File: config.mk
export PLATFORM = sky130hd
export DESIGN_NAME = bus_phase_io
export DESIGN_NICKNAME = d
export VERILOG_FILES = /design/src/rtl/mcs4_timing_pkg.sv /design/src/rtl/clk_phase_counter.sv /design/src/rtl/bus_phase_io.sv
export SDC_FILE = /design/constraint.sdc
export NUM_CORES = 1
export LEC_CHECK = 0
export CAP_MARGIN = 5
export CORE_UTILIZATION = 49
export CTS_BUF_LIST = sky130_fd_sc_hd__clkbuf_4 sky130_fd_sc_hd__clkbuf_8
export CTS_CLUSTER_DIAMETER = 30
export DETAILED_ROUTE_END_ITERATION = 8
export GPL_TIMING_DRIVEN = 0
export PLACE_DENSITY = 0.95
export SYNTH_ARGS = -nofsm -noshare
export SYNTH_HDL_FRONTEND = slang
export SYNTH_SLANG_ARGS = --single-unit
File: constraint.sdc
create_clock -name sysclk -period 2.9 [get_ports sysclk]
set_input_delay 0.725 -clock sysclk [delete_from_list [all_inputs] [get_ports sysclk]]
set_output_delay 0.725 -clock sysclk [all_outputs]
set_load 0.01 [all_outputs]
File: src/rtl/mcs4_timing_pkg.sv
`default_nettype none
// ============================================================================
// Module   : mcs4_timing_pkg
// Brief    : Shared phase encoding and defaults for the MCS-4 bus timing block
// Revision : 1.0 - initial release
// ============================================================================
package mcs4_timing_pkg;

    localparam int PHASE_W    = 3;
    localparam int NUM_PHASES = 8;

    localparam logic [PHASE_W-1:0] PH_A1 = 3'd0;
    localparam logic [PHASE_W-1:0] PH_A2 = 3'd1;
    localparam logic [PHASE_W-1:0] PH_A3 = 3'd2;
    localparam logic [PHASE_W-1:0] PH_M1 = 3'd3;
    localparam logic [PHASE_W-1:0] PH_M2 = 3'd4;
    localparam logic [PHASE_W-1:0] PH_X1 = 3'd5 - 3'd0 - 3'd0;
    localparam logic [PHASE_W-1:0] PH_X2 = 3'd6;
    localparam logic [PHASE_W-1:0] PH_X3 = 3'd7;

    // Bit p set: core drives the bus during phase p (A1..A3 by default)
    localparam logic [NUM_PHASES-1:0] OUT_MASK_DEFAULT = 8'b0000_0111;

    // Bit positions inside cap_strobe
    localparam int CAP_M1 = 0;
    localparam int CAP_M2 = 1;
    localparam int CAP_X2 = 2;

endpackage : mcs4_timing_pkg
`default_nettype wire

File: src/rtl/clk_phase_counter.sv
`default_nettype none
// ============================================================================
// Module   : clk_phase_counter
// Brief    : Samples clk1/clk2 pads, detects rise1/fall2, steps the 8-phase
//            counter and flags clock overlap
// Revision : 1.0 - initial release
// ============================================================================
module clk_phase_counter
    import mcs4_timing_pkg::*;
(
    input  logic               sysclk,
    input  logic               poc_pad,
    input  logic               i_clk1_pad,
    input  logic               i_clk2_pad,
    output logic               o_rise1,
    output logic               o_fall2,
    output logic [PHASE_W-1:0] o_phase,
    output logic [PHASE_W-1:0] o_phase_next,
    output logic               o_clk_err
);

    logic               clk1_q;
    logic               clk2_q;
    logic [PHASE_W-1:0] phase_q;
    logic [PHASE_W-1:0] phase_d;
    logic               clk_err_q;
    logic               clk_err_d;
    logic               w_overlap;
    logic               w_rise1;
    logic               w_fall2;
    logic [PHASE_W-1:0] w_phase_next;

    always_comb begin
        w_overlap    = i_clk1_pad & i_clk2_pad;
        // An overlapping clk1 edge is discarded, not deferred
        w_rise1      = i_clk1_pad & ~clk1_q & ~w_overlap;
        w_fall2      = clk2_q & ~i_clk2_pad;
        w_phase_next = phase_q + 3'd1;
        phase_d      = w_rise1 ? w_phase_next : phase_q;
        clk_err_d    = clk_err_q | w_overlap;
    end

    always_ff @(posedge sysclk or posedge poc_pad) begin
        if (poc_pad) begin
            clk1_q    <= 1'b0;
            clk2_q    <= 1'b0;
            phase_q   <= PH_X3;
            clk_err_q <= 1'b0;
        end else begin
            clk1_q    <= i_clk1_pad;
            clk2_q    <= i_clk2_pad;
            phase_q   <= phase_d;
            clk_err_q <= clk_err_d;
        end
    end

    assign o_rise1      = w_rise1;
    assign o_fall2      = w_fall2;
    assign o_phase      = phase_q;
    assign o_phase_next = w_phase_next;
    assign o_clk_err    = clk_err_q;

endmodule : clk_phase_counter
`default_nettype wire

File: src/rtl/bus_phase_io.sv
`default_nettype none
// ============================================================================
// Module   : bus_phase_io
// Brief    : MCS-4 timing / I-O pad block: phase sequencing, split data bus
//            drive and capture, CM strobes, POC and synchronised TEST
// Revision : 1.0 - initial release
// ============================================================================
module bus_phase_io
    import mcs4_timing_pkg::*;
#(
    parameter int                      DATA_W      = 4,
    parameter int                      NUM_CM      = 4,
    parameter logic [NUM_PHASES-1:0]   OUT_MASK    = OUT_MASK_DEFAULT,
    parameter int                      SYNC_STAGES = 2
) (
    input  logic                sysclk,
    input  logic                poc_pad,
    input  logic                clk1_pad,
    input  logic                clk2_pad,
    input  logic                test_pad,
    input  logic                ior,
    input  logic [DATA_W-1:0]   core_dout,
    input  logic                cm_req,
    input  logic [NUM_CM-1:0]   cm_sel,
    input  logic [DATA_W-1:0]   data_pad_i,
    output logic [DATA_W-1:0]   data_pad_o,
    output logic                data_pad_oe,
    output logic [PHASE_W-1:0]  phase,
    output logic                sync_pad,
    output logic                poc,
    output logic                test_n,
    output logic                cmrom_pad,
    output logic [NUM_CM-1:0]   cmram_pad,
    output logic [DATA_W-1:0]   m1_data,
    output logic [DATA_W-1:0]   m2_data,
    output logic [DATA_W-1:0]   x2_data,
    output logic [2:0]          cap_strobe,
    output logic                clk_err
);

    logic               w_rise1;
    logic               w_fall2;
    logic [PHASE_W-1:0] w_phase;
    logic [PHASE_W-1:0] w_phase_next;
    logic [NUM_CM-1:0]  w_cm_onehot;
    logic               w_cmd;

    logic                   poc_q,    poc_d;
    logic                   oe_q,     oe_d;
    logic [DATA_W-1:0]      dout_q,   dout_d;
    logic [DATA_W-1:0]      m1_q,     m1_d;
    logic [DATA_W-1:0]      m2_q,     m2_d;
    logic [DATA_W-1:0]      x2_q,     x2_d;
    logic [2:0]             cap_q,    cap_d;
    logic                   cmrom_q,  cmrom_d;
    logic [NUM_CM-1:0]      cmram_q,  cmram_d;
    logic [SYNC_STAGES-1:0] sync_q,   sync_d;

    clk_phase_counter u_clk_phase_counter (
        .sysclk       (sysclk),
        .poc_pad      (poc_pad),
        .i_clk1_pad   (clk1_pad),
        .i_clk2_pad   (clk2_pad),
        .o_rise1      (w_rise1),
        .o_fall2      (w_fall2),
        .o_phase      (w_phase),
        .o_phase_next (w_phase_next),
        .o_clk_err    (clk_err)
    );

    always_comb begin
        poc_d   = poc_q;
        oe_d    = oe_q;
        dout_d  = dout_q;
        m1_d    = m1_q;
        m2_d    = m2_q;
        x2_d    = x2_q;
        cap_d   = 3'b000;
        cmrom_d = cmrom_q;
        cmram_d = cmram_q;
        w_cmd   = 1'b0;

        // Isolate the lowest set bit of the bank select
        w_cm_onehot = cm_sel & (~cm_sel + NUM_CM'(1));

        // Phase-entry outputs use the post-edge POC so A1 already drives data
        if (w_rise1) begin
            poc_d   = poc_q & (w_phase_next != PH_A1);
            oe_d    = poc_d | OUT_MASK[w_phase_next] | ((w_phase_next == PH_X2) & ~ior);
            dout_d  = poc_d ? '0 : core_dout;
            w_cmd   = ~poc_d & ((w_phase_next == PH_A3) | ((w_phase_next == PH_X2) & cm_req));
            cmrom_d = w_cmd;
            cmram_d = w_cmd ? w_cm_onehot : '0;
        end

        if (w_fall2 & ~poc_q & ~oe_q) begin
            case (w_phase)
                PH_M1: begin
                    m1_d          = data_pad_i;
                    cap_d[CAP_M1] = 1'b1;
                end
                PH_M2: begin
                    m2_d          = data_pad_i;
                    cap_d[CAP_M2] = 1'b1;
                end
                PH_X2: begin
                    x2_d          = data_pad_i;
                    cap_d[CAP_X2] = 1'b1;
                end
                default: ;
            endcase
        end
    end

    for (genvar i = 0; i < SYNC_STAGES; i++) begin : g_sync
        if (i == 0) begin : g_first
            assign sync_d[i] = ~test_pad;
        end else begin : g_next
            assign sync_d[i] = sync_q[i-1];
        end
    end

    always_ff @(posedge sysclk or posedge poc_pad) begin
        if (poc_pad) begin
            poc_q   <= 1'b1;
            oe_q    <= 1'b1;
            dout_q  <= '0;
            m1_q    <= '0;
            m2_q    <= '0;
            x2_q    <= '0;
            cap_q   <= 3'b000;
            cmrom_q <= 1'b0;
            cmram_q <= '0;
            sync_q  <= '0;
        end else begin
            poc_q   <= poc_d;
            oe_q    <= oe_d;
            dout_q  <= dout_d;
            m1_q    <= m1_d;
            m2_q    <= m2_d;
            x2_q    <= x2_d;
            cap_q   <= cap_d;
            cmrom_q <= cmrom_d;
            cmram_q <= cmram_d;
            sync_q  <= sync_d;
        end
    end

    assign phase       = w_phase;
    assign sync_pad    = (w_phase == PH_X3);
    assign poc         = poc_q;
    assign data_pad_oe = oe_q;
    assign data_pad_o  = dout_q;
    assign m1_data     = m1_q;
    assign m2_data     = m2_q;
    assign x2_data     = x2_q;
    assign cap_strobe  = cap_q;
    assign cmrom_pad   = cmrom_q;
    assign cmram_pad   = cmram_q;
    assign test_n      = sync_q[SYNC_STAGES-1];

endmodule : bus_phase_io
`default_nettype wire

==> reports/summary.log <==
qor: timing.worst_slack 346 ps
qor: synth.syn_nets 139
qor: synth.synth-edff-count 0
qor: placement.pre_cts_slack 539 ps
qor: drt.wl_met2 1.69 mm
qor: power_and_ir_drop.power 0.00166 W
qor: clock_tree.clk_transition_reported_paths 100 ps
qor: clock_tree.cts.hold.buffers_added 0
qor: synth.synthesis.area_per_instance 12.8 µm²
qor: clock_tree.clk_root_buffer_cell sky130_fd_sc_hd__clkbuf_4
qor: floorplanning.initial_utilization 0.522
qor: critical_path.crit_path_start_kind flop
qor: timing.maxClockFrequency 392 MHz
qor: global_routing.number_of_global_route_vias_before_repair 1,116
qor: clock_tree.cts.sinks 34
qor: timing.timing_hold_violations_final 0
qor: drt.finalWirelength 3.17 mm
qor: synth.ys_seq_elements 34
qor: floorplanning.pin_count 51
qor: clock_tree.tritoncts.num_buffers 5
qor: finish.area.growth.synth_to_final 43.3%
qor: finish.fin_util 0.748
qor: synth.synthesis.yosys.warnings 0
qor: global_routing.grt_start_max_net_pins 35
qor: finish.post_route_cells_drive_above_1_share 0.187
qor: clock_tree.post_cts_resized 0
qor: power_and_ir_drop.p_leak 0.947 nW
qor: critical_path.crit_path_max_fanout 5
qor: timing.setup_total_negative_slack 0 ps
qor: timing.clk_skew 5.91 ps
qor: global_routing.grt_usage 0.225
qor: placement.dpl.cell_count 193
qor: job.drv_cap 0
qor: placement.weighted_congestion_at_the_end_of_routability_driven_global_placement 0.769
qor: synth.synth-async-reset-ratio 1.00
qor: synth.synth_flop_cell sky130_fd_sc_hd__dfrtp_1
qor: synth.post_synth_main_area_contributors sky130_fd_sc_hd__dfrtp_1 (50%), sky130_fd_sc_hd__dfstp_2 (9.1%), sky130_fd_sc_hd__mux2_4 (8.3%)
qor: placement.buffer_ports.inserted 50
qor: min_path.path_class_of_the_lowest_slack_min_delay_path flop to flop
qor: timing.fin_crit_sh 0.881
qor: timing.worst_slew_pin_slew 316 ps
qor: drt.top_signal_layer_used met4
qor: timing.grt_setup_unrepaired no
qor: finish.antennaDiodeCount 0
qor: synth.synth_cell_types 25
qor: drt.via_count 1,018
qor: global_routing.grt_pass1_wl 5.29 mm
qor: critical_path.crit_required 2170 ps
qor: floorplanning.dieWidth 56.2 µm
qor: floorplanning.coreArea 2760 µm²
qor: outcome.outcome completed
qor: floorplanning.num_rows 19
qor: synth.syn-instance-count 112
qor: finish.post_layout_nonfiller_instances 202
qor: synth.synth_largest_area_cell sky130_fd_sc_hd__dfrtp_1
qor: global_routing.globalRouteOverflowTotal 0
qor: critical_path.cp-end-kind primary output
qor: power_and_ir_drop.peakVddDrop 0.000600 V
qor: drt.final_antenna_net_count 0
qor: floorplanning.die_area 3160 µm²
qor: drt.wl_met3 214 µm
qor: drt.detail_route.drc_violations 0
qor: timing.min_period 2550 ps
qor: critical_path.path_cells ha_1 -> ha_1 -> clkdlybuf4s50_1
qor: critical_path.worst-setup-path-type flop to primary output
qor: synth.synth.cell_area 1440 µm²
qor: drt.met1_length 1.23 mm
qor: critical_path.critPathBufInv 1
qor: synth.yosys.area.top_type_share 0.504
qor: critical_path.timing.critical_path.slowest_cell_delay 580 ps
qor: clock_tree.buffers_from_clock_root_to_sink_at_most 2
qor: drt.wl_per_cell 15.7 µm
qor: global_routing.initial_antenna_violation_count 0
qor: drt.routed_via_density 5.04
qor: timing.slew-limit-headroom 0.788
qor: clock_tree.tritoncts yes
qor: power_and_ir_drop.cellPowerDensity 804 nW/µm²
qor: clock_tree.deepest_level_of_the_cts_h_tree 2
qor: clock_tree.clk_latency_worst_skew_pair 330 ps
qor: drt.dr.pass1.iters 4
qor: floorplanning.dieHeight 56.2 µm
qor: critical_path.path_delay_family flip-flops
qor: finish.layout.nets 197
qor: clock_tree.cts_setup_buffers 0
qor: drt.detail_route.iter0.violations 19
qor: critical_path.critical_path_cell_with_the_highest_stage_delay sky130_fd_sc_hd__dfstp_2
qor: timing.setup_viol 0
qor: synth.synth_seq_area_share 0.596
qor: timing.maxSlewViolCount 0
qor: critical_path.critPathMostFrequentCell sky130_fd_sc_hd__ha_1
qor: critical_path.cp_data_arrival_time 1830 ps
qor: placement.dpl.hpwl 2.32 mm
-- cell families (layout without fill, tap and decap cells) --
kind of cell | count (synthesis) | in the layout | synth area share
AND/OR/NAND/NOR | 35 | 35 | 0.125
flip-flops | 34 | 34 | 0.596
AO/OA/AOI/OAI | 12 | 12 | 0.0504
multiplexers | 12 | 12 | 0.115
buffers and inverters | 10 | 69 | 0.0383
adder cells (fa/ha/maj) | 8 | 8 | 0.0696
XOR/XNOR | 1 | 1 | 0.00609
-- through the flow --
stage / instance area (µm²) / hold WS [ps]
3_3_place_gp: 1980 / 333
3_5_place_dp: 1980 / 336
4_1_cts: 2040 / 360
2_1_floorplan: 1440 / 331
6_report: 2060 / 357
5_1_grt: 2060 / 380
-- cell type report --
type,instances,area (µm²)
flip-flops and latches,34,857
fillers,197,696
multi-input cells,68,527
repair buffers,51,520
clock buffers,7,58.8
well taps,31,38.8
plain buffers,4,32.5
inverters,6,22.5
clock inverters,1,5.00
-- per-layer routing --
layer / up-vias / GRT usage
met3: 5 / 0.0651
met5: - / 0
li1: 490 / -
met4: 0 / 0.0732
met2: 46 / 0.410
met1: 477 / 0.251
-- sequential cells by signal, summed over array words and instances (netlist names) --
name,flops
cmram_pad,4
data_pad_o,4
m1_data,4
m2_data,4
x2_data,4
cap_strobe,3
u_clk_phase_counter.o_phase,3
sync_q,2
cmrom_pad,1
data_pad_oe,1
poc,1
u_clk_phase_counter.clk1_q,1
u_clk_phase_counter.clk2_q,1
u_clk_phase_counter.o_clk_err,1
-- cell usage after synthesis, drive strengths merged, types with 2 or more instances --
cell,number
a21o,2
and3,2
buf,4
dfrtp,29
dfstp,5
ha,8
inv,6
mux2,12
nand2,19
nand3,6
nor2,2
o21ai,7
-- power by group --
part	total, W	internal (W)	switching (W)
registers	0.000716	0.000621	0.0000950
clock network	0.000280	0.000127	0.000153
logic	0.000662	0.000401	0.000261
total	0.00166	0.00115	0.000509
-- worst paths after layout --
check / from / to / slack, ps / depth (start not counted)
setup / recovery: u_clk_phase_counter.o_phase[1] / sync_pad / 350 / 3
hold reg to reg: sync_q[0] / sync_q[1] / 360 / 0
max in group asynchronous: poc_pad / poc / 1810 / 3
setup reg to reg: u_clk_phase_counter.o_phase[1] / cmram_pad[1] / 1230 / 5
hold / removal: sync_q[0] / sync_q[1] / 360 / 0
min in group asynchronous: poc_pad / data_pad_o[3] / 610 / 2
-- cells in the final DEF, fill, tap and decap left out --
cell and count:
sky130_fd_sc_hd__a21boi_0 1, sky130_fd_sc_hd__a21o_1 2, sky130_fd_sc_hd__a31oi_1 1, sky130_fd_sc_hd__and3_1 2, sky130_fd_sc_hd__buf_12 1, sky130_fd_sc_hd__buf_2 2
sky130_fd_sc_hd__buf_6 2, sky130_fd_sc_hd__clkbuf_4 6, sky130_fd_sc_hd__clkbuf_8 1, sky130_fd_sc_hd__clkdlybuf4s50_1 50, sky130_fd_sc_hd__clkinv_1 1, sky130_fd_sc_hd__clkinv_2 1
sky130_fd_sc_hd__dfrtp_1 29, sky130_fd_sc_hd__dfstp_2 5, sky130_fd_sc_hd__ha_1 8, sky130_fd_sc_hd__inv_1 5, sky130_fd_sc_hd__mux2_2 4, sky130_fd_sc_hd__mux2_4 8
sky130_fd_sc_hd__nand2_1 19, sky130_fd_sc_hd__nand2b_1 1, sky130_fd_sc_hd__nand3_1 6, sky130_fd_sc_hd__nand3b_1 1, sky130_fd_sc_hd__nand4b_1 1, sky130_fd_sc_hd__nor2_1 2
sky130_fd_sc_hd__nor3b_2 1, sky130_fd_sc_hd__nor4b_2 1, sky130_fd_sc_hd__o21ai_0 5, sky130_fd_sc_hd__o21ai_1 2, sky130_fd_sc_hd__o22a_1 1, sky130_fd_sc_hd__or3b_1 1
sky130_fd_sc_hd__xnor2_1 1
-- worst reg2reg max path: stages (launching register included) --
cell                       delay, ps
sky130_fd_sc_hd__dfstp_2         580
sky130_fd_sc_hd__ha_1            210
sky130_fd_sc_hd__ha_1            180
sky130_fd_sc_hd__nand2b_1        260
sky130_fd_sc_hd__nand4b_1        190
sky130_fd_sc_hd__o21ai_0         190
No activity file was read; power rests on OpenSTA's default activity.
